`config.mk`:
```
export PLATFORM = sky130hd
export DESIGN_NAME = ber_delay_line
export DESIGN_NICKNAME = d
export VERILOG_FILES = /design/src/rtl/rx_ber_pkg.sv /design/src/rtl/ber_delay_line.sv
export SDC_FILE = /design/constraint.sdc
export NUM_CORES = 1
export LEC_CHECK = 0
export ABC_CLOCK_PERIOD_IN_PS = 1300
export BUFFER_PORTS_ARGS = -buffer_cell sky130_fd_sc_hd__buf_4
export CAP_MARGIN = 30
export CORE_MARGIN = 1
export CORE_UTILIZATION = 36
export CTS_CLUSTER_DIAMETER = 120
export DETAILED_ROUTE_END_ITERATION = 8
export SYNTH_ARGS = -nofsm -noshare
export SYNTH_HDL_FRONTEND = slang
export SYNTH_SLANG_ARGS = --single-unit
export TNS_END_PERCENT = 50
```
`constraint.sdc`:
```
create_clock -name clock -period 1.3 [get_ports clock]
set_input_delay 0.195 -clock clock [delete_from_list [all_inputs] [get_ports clock]]
set_output_delay 0.195 -clock clock [all_outputs]
set_load 0.005 [all_outputs]
```
`src/rtl/rx_ber_pkg.sv`:
```
// Shared constants and FSM state encoding for the receive-side BER checker.
package rx_ber_pkg;

  localparam int OVERSAMPLE   = 4;
  localparam int NB_PHASE     = 2;
  localparam int NB_INPUT_DEF = 8;
  localparam int N_DELAY_DEF  = 32;
  localparam int NB_DELAY_DEF = 5;
  localparam int WINDOW_DEF   = 511;
  localparam int NB_WIN_DEF   = 9;
  localparam int NB_CNT_DEF   = 64;
  localparam int LOSS_TH_DEF  = 16;

  typedef enum logic [0:0] {
    SEARCH = 1'b0,
    LOCKED = 1'b1
  } ber_state_e;

endpackage

```
`src/rtl/ber_delay_line.sv`:
```
// Reference bit history plus delay mux; tap 0 is the bit presented now, tap d the bit d strobes ago.
module ber_delay_line
  import rx_ber_pkg::*;
#(
  parameter int N_DELAY  = N_DELAY_DEF,
  parameter int NB_DELAY = NB_DELAY_DEF
) (
  input  logic                clock,
  input  logic                i_reset,
  input  logic                i_shift,
  input  logic                i_ref_bit,
  input  logic [NB_DELAY-1:0] i_delay,
  output logic                o_ref_sel
);

  logic [N_DELAY-1:1] hist_r;
  logic [N_DELAY-1:0] taps_s;

  // History shift register, newest bit at index 1.
  always_ff @(posedge clock) begin
    if (i_reset) begin
      hist_r <= {(N_DELAY-1){1'b0}};
    end else if (i_shift) begin
      hist_r <= {hist_r[N_DELAY-2:1], i_ref_bit};
    end
  end

  assign taps_s    = {hist_r, i_ref_bit};
  assign o_ref_sel = taps_s[i_delay];

endmodule

```
==> impl_metrics.ini, run 1 <==
[run_status]
status = finished, violations left
failing_checks = negative setup slack

[synth]
asr_flop_ratio_synth = 0
yosysUniqueCellTypes = 18
ys_dominant_reg_cell = sky130_fd_sc_hd__dfxtp_1
synth.net_count = 150
synth.area.top_cells = sky130_fd_sc_hd__dfxtp_1, sky130_fd_sc_hd__mux2i_1, sky130_fd_sc_hd__nor2_1
syn_inst = 141
post-synth-top-area-cell = sky130_fd_sc_hd__dfxtp_1
synth.top_cell.area_share = 0.4425
syn_area_per_cell_sq_um = 9.947
ys_seq_area_frac = 0.4425
synth_area_sq_mm = 0.001403
post_synthesis_register_bit_count = 31
synth_enable_flop_cells = 0
yosys_warns = 0

[timing]
timing_hold_violations_final = 0
worst_clock_skew_ns = 0.003179
final.min_clock_period_ns = 1.648
setup_viol = 1
worst_case_headroom_to_the_max_slew_limit = 0.7960
timing_worst_slew_pin_value_ns = 0.3060
worst_slack_ns = -0.3483
final.hold.worst_slack_ns = 0.1731
rsz0062_at_grt = yes
max_freq_ghz = 0.6067
final_min_period_over_clock_period = 1.268
finalMaxSlewViolations = 0

[detailed_routing]
routed-via-count = 1077
route.detailed.wl_per_inst_um = 12.62
drt_pre_antenna_iters = 4
dr.first_iter.drc_count = 18
drc_errors = 0
routed_wirelength_um = 2789
route.antenna.remaining_nets = 0
post_drt_via_cell_ratio = 4.873

[clock_tree]
worst_setup_hold_path_clk_slew_ns = 0.06
tritoncts = yes
clkLatencyLatePin_ns = 0.28
root_buffer = sky130_fd_sc_hd__clkbuf_8
cts_buffers = 5
cts_max_level = 2
cts.sink_count = 31
postCtsHoldBufs = 0
clock_tree.buffer_depth = 2

[floorplan]
fp.dieArea_sq_mm = 0.004150
initial_core_util = 0.3803
core-area_sq_mm = 0.003689
die_height_um = 64.42
die_w_um = 64.42
floorplan.io_pins = 10
core.rowCount = 22

[final_layout]
biggestRegsByFlops = hist_r (31)
largest_register_ffs = 31
finish.utilization = 0.4800
layout.cells.most_common = sky130_fd_sc_hd__mux2i_1
nets = 181
diodes = 0
drive_gt1_frac = 0.2601
largest_register = hist_r
layout.cells.most_common_list = sky130_fd_sc_hd__mux2i_1, sky130_fd_sc_hd__nor2_1, sky130_fd_sc_hd__buf_4, sky130_fd_sc_hd__dfxtp_1, sky130_fd_sc_hd__clkbuf_8
areaGrowthSynthToFinish_pct = 26.23

[hold_path]
hold_path.class = in2reg
hold_path_startpoint = i_ref_bit

[global_routing]
global_route.usage.total = 0.1505
overflow = 0
grt_max_degree = 32
vias_in_the_first_global_route = 1082
global_route_wire_length_before_repair_um = 4692
initial_antenna_violation_count = 0

[critical_path]
worst_path_largest_cell_delay_ns = 0.33
worstPathCellList = mux2i_1 -> a22oi_1 -> nand3_1 -> nand2_1 -> a311o_1 -> buf_4
crit-reg2reg-launch = hist_r[28]
crit_path_end_kind = primary output
critPathSlowestCell = sky130_fd_sc_hd__a311o_1
critical_path_required_ns = 1.11
critical_path_type = reg2out
startpoint = hist_r[29]
cp.buffers_inverters = 1
timing.critical_path.max_delay_family = compound AO/OA/AOI/OAI gates
crit_arrival_ns = 1.45
start_kind = register
critical_path.max_fanout = 2

[pwr]
pwr_per_cell_area_mw_per_mm2 = 1094
post-layout-total-power_w = 0.001938
power.leakage_nw = 0.8374
vdd.ir_drop.worst_mv = 0.4680

[place]
detailed_place_hpwl_um = 1962
portBuffers = 9
routabilityCongestion = 0.7878

[job]
max_cap_viols = 0
==> repair_timing <==
action,in CTS,in global routing
setup buffers,1,0
resized for setup,4,1
pin swaps,6,0
endpoints found under the setup margin,1,1
endpoints found under the hold margin,0,0
==> power by group <==
part | total, W | internal, W | switching (W)
Combinational | 0.000165 | 0.0000810 | 0.0000839
Sequential | 0.000957 | 0.000954 | 0.00000282
Clock | 0.000816 | 0.000482 | 0.000334
==> kinds of logic after synthesis <==
group | share of synthesized area
AOI/OAI and AO/OA | 0.04460
buffers and inverters | 0.04370
DFF | 0.4425
muxes | 0.3354
and+or+nand+nor | 0.1338
==> area by class of cell <==
cell class                 count  area [sq um]
tap                           48         60.06
multi-input combinational    101         724.4
clock buffer                   8         100.1
fill                         378          1918
timing repair buffer          33         260.3
sequential                    31         625.6
==> worst reg2reg max path: cells and delay by family, from the launching register on <==
| kind | cells | cell delay [ns] |
|---|---|---|
| buffers and inverters | 1 | 0.13 |
| DFF | 1 | 0.32 |
| muxes | 1 | 0.13 |
| and+or+nand+nor | 1 | 0.05 |
==> synth_stat cells (2+ instances only) <==
cell type	count
sky130_fd_sc_hd__clkbuf_1	4
sky130_fd_sc_hd__a21oi_1	3
sky130_fd_sc_hd__nand3_1	2
sky130_fd_sc_hd__dfxtp_1	31
sky130_fd_sc_hd__nor2_1	32
sky130_fd_sc_hd__a22oi_1	4
sky130_fd_sc_hd__nand2_1	6
sky130_fd_sc_hd__mux2i_1	47
sky130_fd_sc_hd__buf_2	3
==> stage by stage <==
stage,cells,instance area [sq um],setup WS [ns],setup TNS [ns]
2_1_floorplan,141,1403,0.01659,0
3_3_place_gp,212,1654,-0.2511,-0.2511
3_5_place_dp,212,1654,-0.3253,-0.3253
4_1_cts,221,1767,-0.3465,-0.3465
5_1_grt,221,1770,-0.4238,-0.4238
6_report,221,1770,-0.3483,-0.3483
==> worst paths after layout <==
path / slack, ns / cells past startpoint / endpoint
worst max-delay path: -0.35 / 6 / o_ref_sel
worst min register to register: 0.50 / 2 / hist_r[31]
worst min-delay path: 0.17 / 3 / hist_r[1]
worst max register to register: 0.54 / 3 / hist_r[29]
==> per-layer routing <==
layer,GRT usage,vias up,wire length [um]
li1,-,552,-
met1,0.1808,507,1375
met2,0.2487,13,1283
met3,0.03169,5,76
met4,0.08333,0,54
met5,0,-,0
(Power assumes the default switching activity.)
==> inputs of run 2 (changes only) <==
--- a/config.mk
+++ b/config.mk
@@ -12,6 +12,7 @@
 export CORE_UTILIZATION = 36
 export CTS_CLUSTER_DIAMETER = 120
 export DETAILED_ROUTE_END_ITERATION = 8
+export RECOVER_POWER = 25
 export SYNTH_ARGS = -nofsm -noshare
 export SYNTH_HDL_FRONTEND = slang
 export SYNTH_SLANG_ARGS = --single-unit
==> impl_metrics.ini, run 2 (synthesis results as in run 1) <==
[run_status]
status = finished, violations left
failing_checks = negative setup slack

[critical_path]
worstPathCellList = mux2i_1 -> a22oi_1 -> nand3_1 -> nand2_1 -> a311o_1 -> buf_4
critical_path.max_fanout = 2
critPathSlowestCell = sky130_fd_sc_hd__a311o_1
crit_arrival_ns = 1.45
critical_path_type = reg2out
critical_path_required_ns = 1.11
start_kind = register
worst_path_largest_cell_delay_ns = 0.33
crit_path_end_kind = primary output

[detailed_routing]
dr.first_iter.drc_count = 20
routed_wirelength_um = 2794
route.detailed.wl_per_inst_um = 12.64
drc_errors = 0
route.antenna.remaining_nets = 0
routed-via-count = 1080
post_drt_via_cell_ratio = 4.887
drt_pre_antenna_iters = 4

[pwr]
power.leakage_nw = 0.8324
combPwrFrac = 0.083
internal_power_w = 0.001514
post-layout-total-power_w = 0.001931
pwr_per_cell_area_mw_per_mm2 = 1098
p_seq_frac = 0.495
net-switching-power_w = 0.0004170
vdd.ir_drop.worst_mv = 0.4666
clock_power_share = 0.421
swShare = 0.2160

[timing]
max_freq_ghz = 0.6065
rsz0062_at_grt = yes
finalMaxSlewViolations = 0
final_min_period_over_clock_period = 1.268
final.min_clock_period_ns = 1.649
timing_hold_violations_final = 0
timing_worst_slew_pin_value_ns = 0.5460
worst_slack_ns = -0.3487
worst_case_headroom_to_the_max_slew_limit = 0.6360
setup_viol = 1
worst_clock_skew_ns = 0.003462

[floorplan]
core.rowCount = 22
fp.dieArea_sq_mm = 0.004150
core-area_sq_mm = 0.003689
die_w_um = 64.42
initial_core_util = 0.3803
die_height_um = 64.42
floorplan.io_pins = 10

[place]
portBuffers = 9
preCtsSetupSlack_ns = -0.3253
routabilityCongestion = 0.7878
detailed_place_hpwl_um = 1962

[global_routing]
grt_max_degree = 32
overflow = 0
global_route.usage.total = 0.1505
vias_in_the_first_global_route = 1082
initial_antenna_violation_count = 0
global_route_wire_length_before_repair_um = 4692

[final_layout]
diodes = 0
biggestRegsByFlops = hist_r (31)
largest_register = hist_r
largest_register_ffs = 31
layout.cells.most_common_list = sky130_fd_sc_hd__mux2i_1, sky130_fd_sc_hd__nor2_1, sky130_fd_sc_hd__buf_4, sky130_fd_sc_hd__dfxtp_1, sky130_fd_sc_hd__clkbuf_8
drive_gt1_frac = 0.2601
areaGrowthSynthToFinish_pct = 25.33
nets = 181
layout.cells.most_common = sky130_fd_sc_hd__mux2i_1

[clock_tree]
postCtsHoldBufs = 0
cts_max_level = 2
worst_setup_hold_path_clk_slew_ns = 0.06
root_buffer = sky130_fd_sc_hd__clkbuf_8
tritoncts = yes
clkLatencyLatePin_ns = 0.28
clock_tree.buffer_depth = 2
cts_buffers = 5
cts.sink_count = 31

[hold_path]
hold_path.class = in2reg

[job]
max_cap_viols = 0
==> run 2: changes by cell type in the layout (fill, tap and decap cells not counted), sizes merged <==
cell / change
clkbuf: +2
buf: -2
==> run 2: what timing repair did <==
action | CTS | global route
endpoints found under the setup margin | 1 | 1
setup buffers | 1 | 0
gates resized for setup | 4 | 1
pin swaps | 6 | 0
==> run 2: per-layer routing <==
layer	track usage	routed length (um)	vias up	part of all wire
li1	-	-	553	-
met1	0.1808	1387	509	0.50
met2	0.2487	1280	13	0.46
met3	0.03169	73	5	0.026
met4	0.08333	53	0	0.019
met5	0	0	-	0
==> run 2: power groups by stage <==
stage	clock network (W)	registers, W	logic, W
floorplan	0	0.000977	0.000116
global placement	0	0.000978	0.000160
detailed placement	0	0.000978	0.000164
CTS	0.000842	0.000956	0.000166
global route	0.000899	0.000956	0.000173
finish	0.000813	0.000957	0.000161
==> run 2: path summary, 6_finish.rpt <==
path	startpoint	to	slack [ns]	depth (start not counted)
max	hist_r[29]	o_ref_sel	-0.35	6
min	i_ref_bit	hist_r[1]	0.17	3
max reg2reg	hist_r[28]	hist_r[29]	0.54	3
min reg2reg	hist_r[31]	hist_r[31]	0.50	2
==> run 2: worst max-delay path: cells and delay by family, from the launching register on <==
family | cells | cell delay, ns
buffers and inverters | 1 | 0.14
multiplexers | 1 | 0.16
flip-flops | 1 | 0.32
AO/OA/AOI/OAI | 2 | 0.42
AND/OR/NAND/NOR | 2 | 0.15
==> run 2: layout make-up <==
type                            count  area, sq um
Fill cell                         380         1931
Multi-Input combinational cell    101        724.4
Sequential cell                    31        625.6
Timing Repair Buffer               33        247.7
Clock buffer                        8        100.1
Tap cell                           48        60.06
==> run 2: through the flow <==
step	TNS, ns	instances	util	hold slack, ns	cell area, sq um
2_1_floorplan	0	141	-	0.2674	1403
3_3_place_gp	-0.2511	212	0.4484	0.4504	1654
3_5_place_dp	-0.3253	212	0.4484	0.4615	1654
4_1_cts	-0.3465	221	0.4790	0.1685	1767
5_1_grt	-0.4238	221	0.4766	0.2173	1758
6_report	-0.3487	221	0.4766	0.1739	1758
==> inputs of run 3 (changes only) <==
--- a/config.mk
+++ b/config.mk
@@ -8,10 +8,11 @@
 export ABC_CLOCK_PERIOD_IN_PS = 1300
 export BUFFER_PORTS_ARGS = -buffer_cell sky130_fd_sc_hd__buf_4
 export CAP_MARGIN = 30
-export CORE_MARGIN = 1
+export CORE_MARGIN = 2
 export CORE_UTILIZATION = 36
 export CTS_CLUSTER_DIAMETER = 120
 export DETAILED_ROUTE_END_ITERATION = 8
+export HOLD_SLACK_MARGIN = 0.02
 export RECOVER_POWER = 25
 export SYNTH_ARGS = -nofsm -noshare
 export SYNTH_HDL_FRONTEND = slang
==> impl_metrics.ini, run 3 (synthesis results as in run 1) <==
[run_status]
status = finished, violations left
failing_checks = negative setup slack

[pwr]
p_seq_frac = 0.524
net-switching-power_w = 0.0004160
pwr_per_cell_area_mw_per_mm2 = 1061
clock_power_share = 0.385
swShare = 0.2277
vdd.ir_drop.worst_mv = 0.4478
power.leakage_nw = 0.8082
internal_power_w = 0.001411
combPwrFrac = 0.091

[clock_tree]
postCtsHoldBufs = 0
cts_max_level = 2
cts_buffers = 5
cts_post_setup_buffers_inserted = 0
clock_tree.buffer_depth = 2
cts.sink_count = 31
tritoncts = yes
worst_setup_hold_path_clk_slew_ns = 0.06
clkLatencyLatePin_ns = 0.28
root_buffer = sky130_fd_sc_hd__clkbuf_8

[detailed_routing]
route.antenna.remaining_nets = 0
dr.first_iter.drc_count = 58
post_drt_via_cell_ratio = 4.866
routed-via-count = 1056
drt_pre_antenna_iters = 2
routed_wirelength_um = 2716
drc_errors = 0
route.detailed.wl_per_inst_um = 12.52

[final_layout]
drive_gt1_frac = 0.2367
fill_cells = 374
areaGrowthSynthToFinish_pct = 22.75
nets = 177
diodes = 0
largest_register = hist_r
largest_register_ffs = 31
finish.utilization = 0.4633
layout.cells.most_common_list = sky130_fd_sc_hd__mux2i_1, sky130_fd_sc_hd__nor2_1, sky130_fd_sc_hd__buf_4, sky130_fd_sc_hd__dfxtp_1, sky130_fd_sc_hd__nand2_1
layout.cells.most_common = sky130_fd_sc_hd__mux2i_1
biggestRegsByFlops = hist_r (31)
finish.instance_area_sq_mm = 0.001722

[floorplan]
floorplan.io_pins = 10
die_height_um = 66.42
die_w_um = 66.42
core-area_sq_mm = 0.003716
core.rowCount = 22
initial_core_util = 0.3774
fp.dieArea_sq_mm = 0.004412

[timing]
worst_case_headroom_to_the_max_slew_limit = 0.7936
final.min_clock_period_ns = 1.686
max_freq_ghz = 0.5933
final.hold.worst_slack_ns = 0.1735
worst_slack_ns = -0.3856
setup_viol = 1
timing.setup.tns_ns = -0.3856
timing_worst_slew_pin_value_ns = 0.3096
timing_hold_violations_final = 0
worst_clock_skew_ns = 0.001827
finalMaxSlewViolations = 0
rsz0062_at_grt = yes
final_min_period_over_clock_period = 1.297

[hold_path]
hold_path_startpoint = i_ref_bit
worstHoldEndpoint = hist_r[1]
timing.hold.worst_path_depth = 3
hold_path.class = in2reg

[global_routing]
global_route.usage.total = 0.1373
grt.met2_usage = 0.2175
overflow = 0
initial_antenna_violation_count = 0
vias_in_the_first_global_route = 1071
met3_usage = 0.04259
grt_max_degree = 32
global_route_wire_length_before_repair_um = 4623
busiest_layer = met2
met1_capacity_usage_during_global_routing = 0.1698

[critical_path]
crit_path_end_kind = primary output
critical_path_required_ns = 1.11
critical_path.max_fanout = 3
ff2ff_setup_slack_ns = 0.54
start_kind = register
crit-reg2reg-launch = hist_r[23]
critical_path_type = reg2out
r2r_end = hist_r[24]
crit_arrival_ns = 1.49
r2r_cells = 3

[place]
dpl-instance-area_sq_mm = 0.001632
portBuffers = 9
detailed_place_hpwl_um = 1895
routabilityCongestion = 0.8210

[job]
max_cap_viols = 0
-- run 3: changes by cell type in the layout (fill, tap and decap cells not counted), sizes merged --
| cell | delta |
|---|---|
| buf | -2 |
| clkbuf | -3 |
| clkinv | +1 |
-- run 3: power groups by stage --
stage	clock (W)	sequential, W	combinational (W)
floorplan	0	0.000977	0.000116
global placement	0	0.000978	0.000162
detailed placement	0	0.000978	0.000166
CTS	0.000728	0.000957	0.000166
global route	0.000779	0.000956	0.000180
finish	0.000703	0.000957	0.000167
-- run 3: through the flow --
stage               total power [W]  setup slack [ns]  cells
floorplan                  0.001092           0.01659    141
global placement           0.001140           -0.2333    209
detailed placement         0.001144           -0.2768    209
CTS                        0.001851           -0.3690    217
global route               0.001915           -0.4275    217
finish                     0.001827           -0.3856    217
-- run 3: layer usage --
metal	wire, um	vias up
met3	124	2
met2	1272	15
met5	0	-
li1	-	542
met4	15	0
met1	1304	497
-- run 3: cell type report --
cell class              instances  area, sq um  area share
clock buffers                   7        76.32     0.04433
clock inverters                 1        5.005    0.002907
multi-input cells             101        724.4      0.4208
flip-flops and latches         31        625.6      0.3634
well taps                      48        60.06     0.03488
repair buffers                 29        230.2      0.1337
-- run 3: critical path, stage by stage, from the launching register on --
cell and delay (ns):
sky130_fd_sc_hd__dfxtp_1 0.33, sky130_fd_sc_hd__mux2i_1 0.16, sky130_fd_sc_hd__a22oi_1 0.09, sky130_fd_sc_hd__nand4b_1 0.11
sky130_fd_sc_hd__a21oi_2 0.04, sky130_fd_sc_hd__a311o_1 0.34, sky130_fd_sc_hd__buf_4 0.15
-- run 3: what timing repair did --
| action | CTS | global route |
|---|---|---|
| setup endpoints to repair | 1 | 1 |
| gates resized for setup | 2 | 3 |
| pin swaps | 6 | 3 |
| gates cloned | 0 | 0 |
-- run 3: how the worst max path moves through the flow --
stage          startpoint         to  slack (ns)
6_report       hist_r[21]  o_ref_sel       -0.39
5_1_grt        hist_r[23]  o_ref_sel       -0.43
4_1_cts        hist_r[11]  o_ref_sel       -0.37
3_3_place_gp   i_delay[1]  o_ref_sel       -0.23
3_5_place_dp   i_delay[1]  o_ref_sel       -0.28
2_1_floorplan  i_delay[1]  o_ref_sel        0.02
